**src/rtl/spi_bus_arbiter_pkg.sv**
```systemverilog
// ============================================================================
// Module  : spi_arb_pkg
// Purpose : Shared state encoding, default sizes and width helper for the
//           SPI bus arbiter.
// Rev     : 1.0  initial release
// ============================================================================
`default_nettype none

package spi_arb_pkg;

    typedef enum logic [2:0] {
        IDLE     = 3'd0,
        GRANTED  = 3'd1,
        CMD_WAIT = 3'd2,
        XFER     = 3'd3,
        GAP      = 3'd4
    } arb_state_t;

    localparam int DEF_NUM_REQ     = 3;
    localparam int DEF_MOSI_W      = 24;
    localparam int DEF_MISO_W      = 8;
    localparam int DEF_START_TMO   = 256;
    localparam int DEF_GAP_CYCLES  = 4;
    localparam int DEF_WDOG_CYCLES = 65535;

    // Never returns zero so single-entry configurations still get a legal vector.
    function automatic int cnt_w(input int n);
        return (n > 1) ? $clog2(n) : 1;
    endfunction

    localparam int IDX_W = cnt_w(DEF_NUM_REQ);
    localparam int TMO_W = cnt_w(DEF_START_TMO + 1);
    localparam int GAP_W = cnt_w(DEF_GAP_CYCLES + 1);

endpackage

`default_nettype wire

```
**src/rtl/spi_bus_arbiter_picker.sv**
```systemverilog
// ============================================================================
// Module  : spi_rr_picker
// Purpose : Combinational round-robin encoder: first set request at or above
//           the pointer, wrapping, as one-hot grant plus index.
// Rev     : 1.0  initial release
// ============================================================================
`default_nettype none

module spi_rr_picker #(
    parameter int NUM_REQ = 3,
    parameter int IDX_W   = 2
) (
    input  logic [NUM_REQ-1:0] req,
    input  logic [IDX_W-1:0]   ptr,
    output logic [NUM_REQ-1:0] gnt,
    output logic [IDX_W-1:0]   idx,
    output logic               valid
);

    logic [IDX_W-1:0] cand;

    always_comb begin
        gnt   = '0;
        idx   = '0;
        valid = 1'b0;
        cand  = '0;
        for (int k = 0; k < NUM_REQ; k++) begin
            cand = IDX_W'((int'(ptr) + k) % NUM_REQ);
            if (!valid && req[cand]) begin
                valid     = 1'b1;
                gnt[cand] = 1'b1;
                idx       = cand;
            end
        end
    end

endmodule

`default_nettype wire

```
**src/rtl/spi_bus_arbiter.sv**
```systemverilog
// ============================================================================
// Module  : spi_bus_arbiter
// Purpose : Round-robin sharing of one SPI master between NUM_REQ config
//           engines, with chip-select steering. Optional idle-grant watchdog
//           enabled by defining SPI_ARB_WDOG_EN.
// Rev     : 1.0  initial release
// ============================================================================
`default_nettype none

module spi_bus_arbiter
    import spi_arb_pkg::*;
#(
    parameter int NUM_REQ         = DEF_NUM_REQ,
    parameter int MOSI_DATA_WIDTH = DEF_MOSI_W,
    parameter int MISO_DATA_WIDTH = DEF_MISO_W,
    parameter int START_TMO       = DEF_START_TMO,
    parameter int GAP_CYCLES      = DEF_GAP_CYCLES,
    parameter int WDOG_CYCLES     = DEF_WDOG_CYCLES
) (
    input  logic                               clk,
    input  logic                               rst,
    input  logic [NUM_REQ-1:0]                 i_req,
    output logic [NUM_REQ-1:0]                 o_gnt,
    input  logic [NUM_REQ-1:0]                 i_wr_cmd,
    input  logic [NUM_REQ-1:0]                 i_rd_cmd,
    input  logic [NUM_REQ*MOSI_DATA_WIDTH-1:0] i_wr_data,
    output logic [NUM_REQ-1:0]                 o_busy,
    output logic [MISO_DATA_WIDTH:0]           o_rd_data,
    output logic                               o_spi_wr_cmd,
    output logic                               o_spi_rd_cmd,
    output logic [MOSI_DATA_WIDTH-1:0]         o_spi_wr_data,
    input  logic                               i_spi_busy,
    input  logic [MISO_DATA_WIDTH:0]           i_spi_rd_data,
    input  logic                               i_spi_ncs,
    output logic [NUM_REQ-1:0]                 o_cs_n,
    output logic                               o_err
);

    localparam int IW = cnt_w(NUM_REQ);
    localparam int TW = cnt_w(START_TMO + 1);
    localparam int GW = cnt_w(GAP_CYCLES + 1);
    localparam logic [IW-1:0] LAST_IDX = IW'(NUM_REQ - 1);

    arb_state_t state, state_nxt;

    logic [IW-1:0]              ptr;
    logic [IW-1:0]              gidx;
    logic [NUM_REQ-1:0]         pick_gnt;
    logic [IW-1:0]              pick_idx;
    logic                       pick_valid;
    logic [TW-1:0]              tmo_cnt;
    logic [GW-1:0]              gap_cnt;
    logic                       g_req;
    logic                       g_wr;
    logic                       g_rd;
    logic                       tmo_hit;
    logic                       gap_done;
    logic                       wdog_hit;
    logic                       in_session;
    logic [MOSI_DATA_WIDTH-1:0] words [NUM_REQ];
    logic [MOSI_DATA_WIDTH-1:0] g_word;

    spi_rr_picker #(
        .NUM_REQ (NUM_REQ),
        .IDX_W   (IW)
    ) u_picker (
        .req   (i_req),
        .ptr   (ptr),
        .gnt   (pick_gnt),
        .idx   (pick_idx),
        .valid (pick_valid)
    );

    for (genvar i = 0; i < NUM_REQ; i++) begin : g_words
        assign words[i] = i_wr_data[i*MOSI_DATA_WIDTH +: MOSI_DATA_WIDTH];
    end

    assign g_word     = words[gidx];
    assign g_req      = i_req[gidx];
    assign g_wr       = i_wr_cmd[gidx];
    assign g_rd       = i_rd_cmd[gidx];
    assign tmo_hit    = (tmo_cnt == TW'(START_TMO - 1));
    assign gap_done   = (gap_cnt == GW'(GAP_CYCLES - 1));
    assign in_session = (state == GRANTED) || (state == CMD_WAIT) || (state == XFER);

`ifdef SPI_ARB_WDOG_EN
    localparam int WW = cnt_w(WDOG_CYCLES + 1);
    logic [WW-1:0] wdog_cnt;

    // Any command leaves GRANTED, so "stays in GRANTED" already means "idle".
    always_ff @(posedge clk) begin
        if (rst) begin
            wdog_cnt <= '0;
        end else if (state == GRANTED && state_nxt == GRANTED) begin
            wdog_cnt <= wdog_cnt + 1'b1;
        end else begin
            wdog_cnt <= '0;
        end
    end

    assign wdog_hit = (wdog_cnt == WW'(WDOG_CYCLES - 1));
`else
    logic unused_wdog;
    assign unused_wdog = ^WDOG_CYCLES;
    assign wdog_hit    = 1'b0;
`endif

    always_ff @(posedge clk) begin
        if (rst) begin
            state <= IDLE;
        end else begin
            state <= state_nxt;
        end
    end

    always_comb begin
        state_nxt = state;
        case (state)
            IDLE:     if (pick_valid) state_nxt = GRANTED;
            GRANTED: begin
                if (g_wr || g_rd)             state_nxt = CMD_WAIT;
                else if (!g_req || wdog_hit)  state_nxt = GAP;
            end
            CMD_WAIT: begin
                if (i_spi_busy)   state_nxt = XFER;
                else if (tmo_hit) state_nxt = GRANTED;
            end
            XFER:     if (!i_spi_busy) state_nxt = GRANTED;
            GAP:      if (gap_done)    state_nxt = IDLE;
            default:  state_nxt = IDLE;
        endcase
    end

    always_ff @(posedge clk) begin
        if (rst) begin
            o_gnt         <= '0;
            gidx          <= '0;
            ptr           <= '0;
            o_spi_wr_cmd  <= 1'b0;
            o_spi_rd_cmd  <= 1'b0;
            o_spi_wr_data <= '0;
            o_rd_data     <= '0;
            o_err         <= 1'b0;
            tmo_cnt       <= '0;
            gap_cnt       <= '0;
        end else begin
            o_spi_wr_cmd <= 1'b0;
            o_spi_rd_cmd <= 1'b0;
            tmo_cnt      <= (state == CMD_WAIT && state_nxt == CMD_WAIT) ? tmo_cnt + 1'b1 : '0;
            gap_cnt      <= (state == GAP && state_nxt == GAP) ? gap_cnt + 1'b1 : '0;
            case (state)
                IDLE: begin
                    if (pick_valid) begin
                        o_gnt <= pick_gnt;
                        gidx  <= pick_idx;
                    end
                end
                GRANTED: begin
                    if (g_wr) begin
                        o_spi_wr_cmd  <= 1'b1;
                        o_spi_wr_data <= g_word;
                        if (g_rd) o_err <= 1'b1;
                    end else if (g_rd) begin
                        o_spi_rd_cmd  <= 1'b1;
                        o_spi_wr_data <= g_word;
                    end else if (!g_req || wdog_hit) begin
                        o_gnt <= '0;
                        ptr   <= (gidx == LAST_IDX) ? '0 : gidx + 1'b1;
                        if (wdog_hit) o_err <= 1'b1;
                    end
                end
                CMD_WAIT: begin
                    if (!i_spi_busy && tmo_hit) o_err <= 1'b1;
                end
                XFER: begin
                    if (!i_spi_busy) o_rd_data <= i_spi_rd_data;
                end
                default: ;
            endcase
        end
    end

    // Chip select passes straight through so the master's timing is preserved.
    always_comb begin
        o_busy = '1;
        o_cs_n = '1;
        if (state == GRANTED) o_busy[gidx] = 1'b0;
        if (in_session)       o_cs_n[gidx] = i_spi_ncs;
    end

endmodule

`default_nettype wire
```
**config.mk**
```make
export PLATFORM = sky130hd
export DESIGN_NAME = spi_bus_arbiter
export DESIGN_NICKNAME = d
export VERILOG_FILES = /design/src/rtl/spi_bus_arbiter_pkg.sv /design/src/rtl/spi_bus_arbiter_picker.sv /design/src/rtl/spi_bus_arbiter.sv
export SDC_FILE = /design/constraint.sdc
export NUM_CORES = 1
export LEC_CHECK = 0
export ABC_AREA = 1
export BUFFER_PORTS_ARGS = -buffer_cell sky130_fd_sc_hd__buf_2
export CAP_MARGIN = 30
export CORE_ASPECT_RATIO = 1.25
export CORE_MARGIN = 1.5
export CORE_UTILIZATION = 51
export CTS_BUF_LIST = sky130_fd_sc_hd__clkbuf_16
export CTS_CLUSTER_SIZE = 25
export DETAILED_ROUTE_END_ITERATION = 10
export GPL_ROUTABILITY_DRIVEN = 0
export PLACE_DENSITY = 0.88
export SYNTH_ARGS = -nofsm -noshare
export SYNTH_HDL_FRONTEND = slang
export SYNTH_SLANG_ARGS = --single-unit
```
**constraint.sdc**
```tcl
create_clock -name clk -period 5.7 [get_ports clk]
set_clock_uncertainty 0.2 [all_clocks]
set_input_delay 1.14 -clock clk [delete_from_list [all_inputs] [get_ports clk]]
set_output_delay 1.14 -clock clk [all_outputs]
set_load 0.01 [all_outputs]
```
-- After elaboration in Yosys (flattened, before gate mapping)
Cells that the tools add are included.
W data, S select, Z words.
- register bits after elaboration: 58
- output and inout port bits: 45
- add/subtract/negate cells: 5
- divide/modulo/power cells: 3
- magnitude comparators: 9
- eq/ne operators: 16
- multiplexer cells: 56
- bitwise logic cells: 12
- reductions and logical operators: 29
- operator list (cell ; count):
    $mux W24 ; 4
    $mod A32 B3 Y32 const B ; 2
    $bmux W24 S2 ; 1
    $mux W3 ; 16
    $mod A3 B3 Y32 const B ; 1
    $mux W1 ; 18
    $pmux W3 S5 ; 1
    $bmux W1 S2 ; 6
    $eq A3 B2 Y1 const B ; 4
    $lt A2 B3 Y1 const B ; 4
    $ne A2 B2 Y1 const B ; 6
    $add A9 B1 Y9 const B ; 1
    $eq A9 B8 Y1 const B ; 1
    $logic_and A1 B1 Y1 ; 9
    $or A3 B3 Y3 ; 3
    $demux W1 S2 ; 4
    $ge A2 B1 Y1 const B ; 4
    $mux W2 ; 4
    $reduce_and A4 Y1 ; 2
    $not A1 Y1 ; 7
    $eq A3 B3 Y1 const B ; 2
    $pmux W3 S2 ; 1
    $reduce_and A2 Y1 ; 3
    $reduce_bool A2 Y1 ; 3
    other kinds (17) ; 23

-- Depth between registers and ports, before layout
- depth in word-level cells: 16
- mapped depth: 12
- depth with buffers taken out: 12

-- By module
From an unflattened synthesis, not the netlist that was laid out.
- cell total of the unflattened synthesis: 487
- area, all modules: 3136.8 µm²
- by module, submodules not included (module ; instances ; cells an instance ; area each (µm²) ; seq. area each (µm²)):
    spi_bus_arbiter ; 1 ; 426 ; 2816.5 ; 1161.1
    spi_rr_picker ; 1 ; 61 ; 320.3 ; 0.0

-- Worst setup path before layout
Ideal clock, no wire load.
- path type: input to output
- start point: input i_spi_ncs
- end point: output o_cs_n[0]
- arrival time: 1322 ps
- required time: 4360 ps
- setup slack: 3038 ps
- stages: 2
- path buffers: 0
- cells stage by stage: inv_1 nand3_1
- cells in the longest elaborated chain, start to end: 2
- ends and longest elaborated chain (element ; RTL line ; source):
    start, declared ; spi_bus_arbiter.sv:34 ; input logic i_spi_ncs,
    $or A3 B3 Y3 (no line) ; n/a ;
    $mux W3 ; spi_bus_arbiter.sv:188 ; if (in_session) o_cs_n[gidx] = i_spi_ncs;
    end, declared ; spi_bus_arbiter.sv:35 ; output logic [NUM_REQ-1:0] o_cs_n,
No other way between the ends.

-- Final worst setup path
- start point: register gidx[1]
- end point: output o_busy[1]
- cells in the longest elaborated chain, start to end: 6
- ends and longest elaborated chain (element ; RTL line ; source):
    start, declared ; spi_bus_arbiter.sv:47 ; logic [IW-1:0] gidx;
    start signal, assigned ; spi_bus_arbiter.sv:155 ; gidx <= pick_idx;
    $lt A2 B3 Y1 (implied by the code) or $ge A2 B1 Y1 (tied branches) ; spi_bus_arbiter.sv:187 ; if (state == GRANTED) o_busy[gidx] = 1'b0;
    $logic_and A1 B1 Y1 (implied by the code) ; spi_bus_arbiter.sv:187 ;
    $mux W1 (implied by the code) ; spi_bus_arbiter.sv:187 ;
    $demux W1 S2 * ; spi_bus_arbiter.sv:187 ;
    $not A3 Y3 (no line) * ; n/a ;
    $mux W3 * ; spi_bus_arbiter.sv:187 ;
    end, declared ; spi_bus_arbiter.sv:27 ; output logic [NUM_REQ-1:0] o_busy,
Every way passes the cells marked *; elsewhere a longest branch is shown, timed or not.

==> parameters.txt <==
Parameter                              Value

Run
  Max Cap Viol    0

Power and ir drop
  PnR Total Power    1880 uW
  Net switching fraction of the power    0.419
  Share of total power in sequential cells    0.311
  Relative contribution of the clock network to total power    0.241
  Internal    1090 uW
  Leakage power    0.00198 uW
  P per Cell Area    471 nW/um2
  VDD IR max    0.334 mV
  Power dissipated by switching net loads    790 uW
  Share of total power in combinational logic    0.448

Global route
  Total Routing Usage GR    0.247
  Maximum number of pins on one net before global-route repair    41
  Number of antenna violations at the first check in global routing    0
  Global route total overflow    0
  Wire length of the first global-routing pass    12300 um
  Number of global-route vias before repair    2937

Layout
  Fraction of layout instances using a drive strength above 1    0.288
  # diodes    0
  Area growth from synthesis to layout    31.2%
  Net count of the finished layout    689
  Number of cells in the finished layout apart from fillers    657

Yosys
  Synth unique cells    30
  Number of storage elements in the synthesis netlist    58
  Synthesized instance count    454
  Register area share after synthesis    0.381
  Library cell with the largest summed area after synthesis    dfxtp_1
  Largest cells by area after synthesis    dfxtp_1, nand2_1, nor2_1, nand3_1, o21ai_0
  Post-Synthesis Cell Area    3050 um2
  Leading cell type by number of instances after synthesis    nand2_1
  Net count of the mapped netlist    556
  Number of synthesized flops with an enable pin    0
  Synth top area share    0.381
  Mean post-synth cell area    6.71 um2
  Async set-reset flop share out of synthesis    0
  Warnings from Yosys    0
  Top_reg_cell synth    dfxtp_1
  List of most frequent post-synthesis cells    nand2_1, nor2_1, dfxtp_1

Placement
  Total half-perimeter wirelength after legalization and detailed placement    5980 um
  Number of placed instances, taps included    642
  Port Buffers    138

Setup path
  Delay-heaviest family, CP    buffers and inverters
  Arrival time at the worst endpoint    2.03 ns
  CP Data Required Time    4.36 ns
  Startpoint type of the worst setup path    flip-flop
  Sum of buffers and inverters on the critical path    3
  Cells on worst reg2reg path    8
  Launching point of the worst reg2reg path    gidx[0]$_SDFFE_PP0P_
  Critical path peak fanout    27
  Start-to-end type of the worst setup path    reg -> out
  Internal reg-to-reg setup slack    3.10 ns
  Crit path largest cell delay    0.59 ns
  CP most frequent cell    nand2_1
  Cells traversed along the worst timing path    inv_2 > nand2_1 > clkinv_1 > nand2_1 > buf_2
  Critical path endpoint category    primary output
  Max stage delay cell, worst path    clkinv_1
  Terminus of the critical flop-to-flop path    o_spi_wr_data[8]$_SDFFE_PP0P_

CTS
  Latest clock arrival within the worst-skew pair    0.32 ns
  Master cell of the clock root buffer    clkbuf_16
  TritonCTS clock tree    yes
  Number of buffers inserted during clock tree synthesis    9
  Clk buf depth    2
  Clock tree sinks    58
  Clock transition at the registers of the reported paths    0.05 ns
  Hold_buf cts    0
  Post-CTS setup buffer count    0
  CTS H-tree depth    3
  Quantity of gates resized following cts    0

Timing
  Slew at the pin closest to its max-slew limit    1.02 ns
  Aggregate negative setup slack    0 ns
  Min cycle time layout    3.37 ns
  Min Hold Slack    0.217 ns
  Unrepaired setup endpoints after global routing    false
  Max Clock Freq    297 MHz
  Number of setup violations in the final report    0
  Share of the cycle needed by the critical path after routing    0.591
  Count of final hold-check violations    0
  Number of pins exceeding their max-slew limit in the final report    0
  Headroom to the max-slew limit    0.320

Route
  Per-cell routed wire length    12.1 um
  Total vias in the final route    3402
  Via density    5.18
  Number of remaining DRC errors    0
  Antenna Nets Post-Route    0
  Drt first-iter violations    221
  Routed wire length    7940 um
  First-pass iteration count of the detailed router    5

Floorplanning
  Rows    31
  Chip Width    72.1 um
  Die ar.    6450 um2
  Core area    5780 um2
  I/O pin count    139
  Chip height    89.4 um
  Starting density of the core    0.527

Outcome
  Result of the run    complete, no violations

Hold path
  Worst Hold Path Cells    1
  Start point of the worst min-delay path    gap_cnt[0]$_SDFF_PP0_
  Class of the worst hold path    reg -> reg
  Worst Hold End    gap_cnt[0]$_SDFF_PP0_
-- worst register-to-register path, delay by kind of cell (launching register included) --
kind / cells / cell delay (ns)
AND/OR/NAND/NOR: 5 / 0.68
buffers and inverters: 2 / 0.57
flip-flops: 1 / 0.48
AO/OA/AOI/OAI: 1 / 0.57
-- state kept, by name, indices dropped and copies added (netlist names), 2 cells and up --
register and count:
o_spi_wr_data 24, o_rd_data 9, tmo_cnt 9, gap_cnt 3, o_gnt 3, state 3, gidx 2, ptr 2
-- layout make-up --
cell class	instances	area, um2
Clock buffer	9	225
Clock inverter	6	27.5
Fill cell	482	1780
Inverter	35	131
Multi-Input combinational cell	343	1660
Sequential cell	58	1160
Tap cell	66	82.6
Timing Repair Buffer	140	706
-- power groups by stage --
| stage | registers (uW) | logic, uW | clock network (uW) |
|---|---|---|---|
| floorplan | 623 | 557 | 0 |
| global placement | 585 | 819 | 0 |
| detailed placement | 591 | 839 | 0 |
| CTS | 585 | 843 | 460 |
| global route | 599 | 954 | 479 |
| finish | 586 | 844 | 453 |
-- cells by family after synthesis --
group,share of synthesized area
and+or+nand+nor,0.375
AOI/OAI and AO/OA,0.120
adders and majority gates,0.0329
xor gates and xnor gates,0.0173
DFF,0.381
buffers and inverters,0.0740
-- cell usage in the layout, fill, tap and decap left out, types with 7 or more instances in the layout --
cell type	instances
nor2_1	80
nor3_1	14
o21ai_0	42
buf_2	138
a21oi_1	8
a22oi_1	7
dfxtp_1	58
nand2_1	111
nand3_1	44
inv_1	30
ha_1	8
clkbuf_16	9
-- routing by layer --
metal | GRT usage | part of all wire | routed length, um | vias up
met4 | 0.136 | 0.026 | 207 | 0
met1 | 0.266 | 0.39 | 3080 | 1474
met5 | 0 | 0 | 0 | -
met2 | 0.443 | 0.51 | 4040 | 171
met3 | 0.0609 | 0.078 | 616 | 19
li1 | - | - | - | 1738
-- worst max path at each step --
stage	startpoint	to	slack (ns)	depth (start not counted)
floorplan	i_spi_ncs	o_cs_n[0]	3.04	2
global placement	gidx[1]$_SDFFE_PP0P_	o_busy[1]	2.80	5
detailed placement	gidx[1]$_SDFFE_PP0P_	o_busy[1]	2.70	5
CTS	gidx[1]$_SDFFE_PP0P_	o_busy[1]	2.36	5
global route	gidx[1]$_SDFFE_PP0P_	o_cs_n[1]	2.18	5
finish	gidx[1]$_SDFFE_PP0P_	o_busy[1]	2.33	5
-- metrics by stage --
stage	utilization	setup slack, ns	cell area (um2)
4_1_cts	0.691	2.36	4000
3_3_place_gp	0.648	2.80	3740
3_5_place_dp	0.648	2.70	3740
5_1_grt	0.691	2.18	4000
2_1_floorplan	-	3.04	3050
6_report	0.691	2.33	4000
Power figures use the tool's default switching activity.
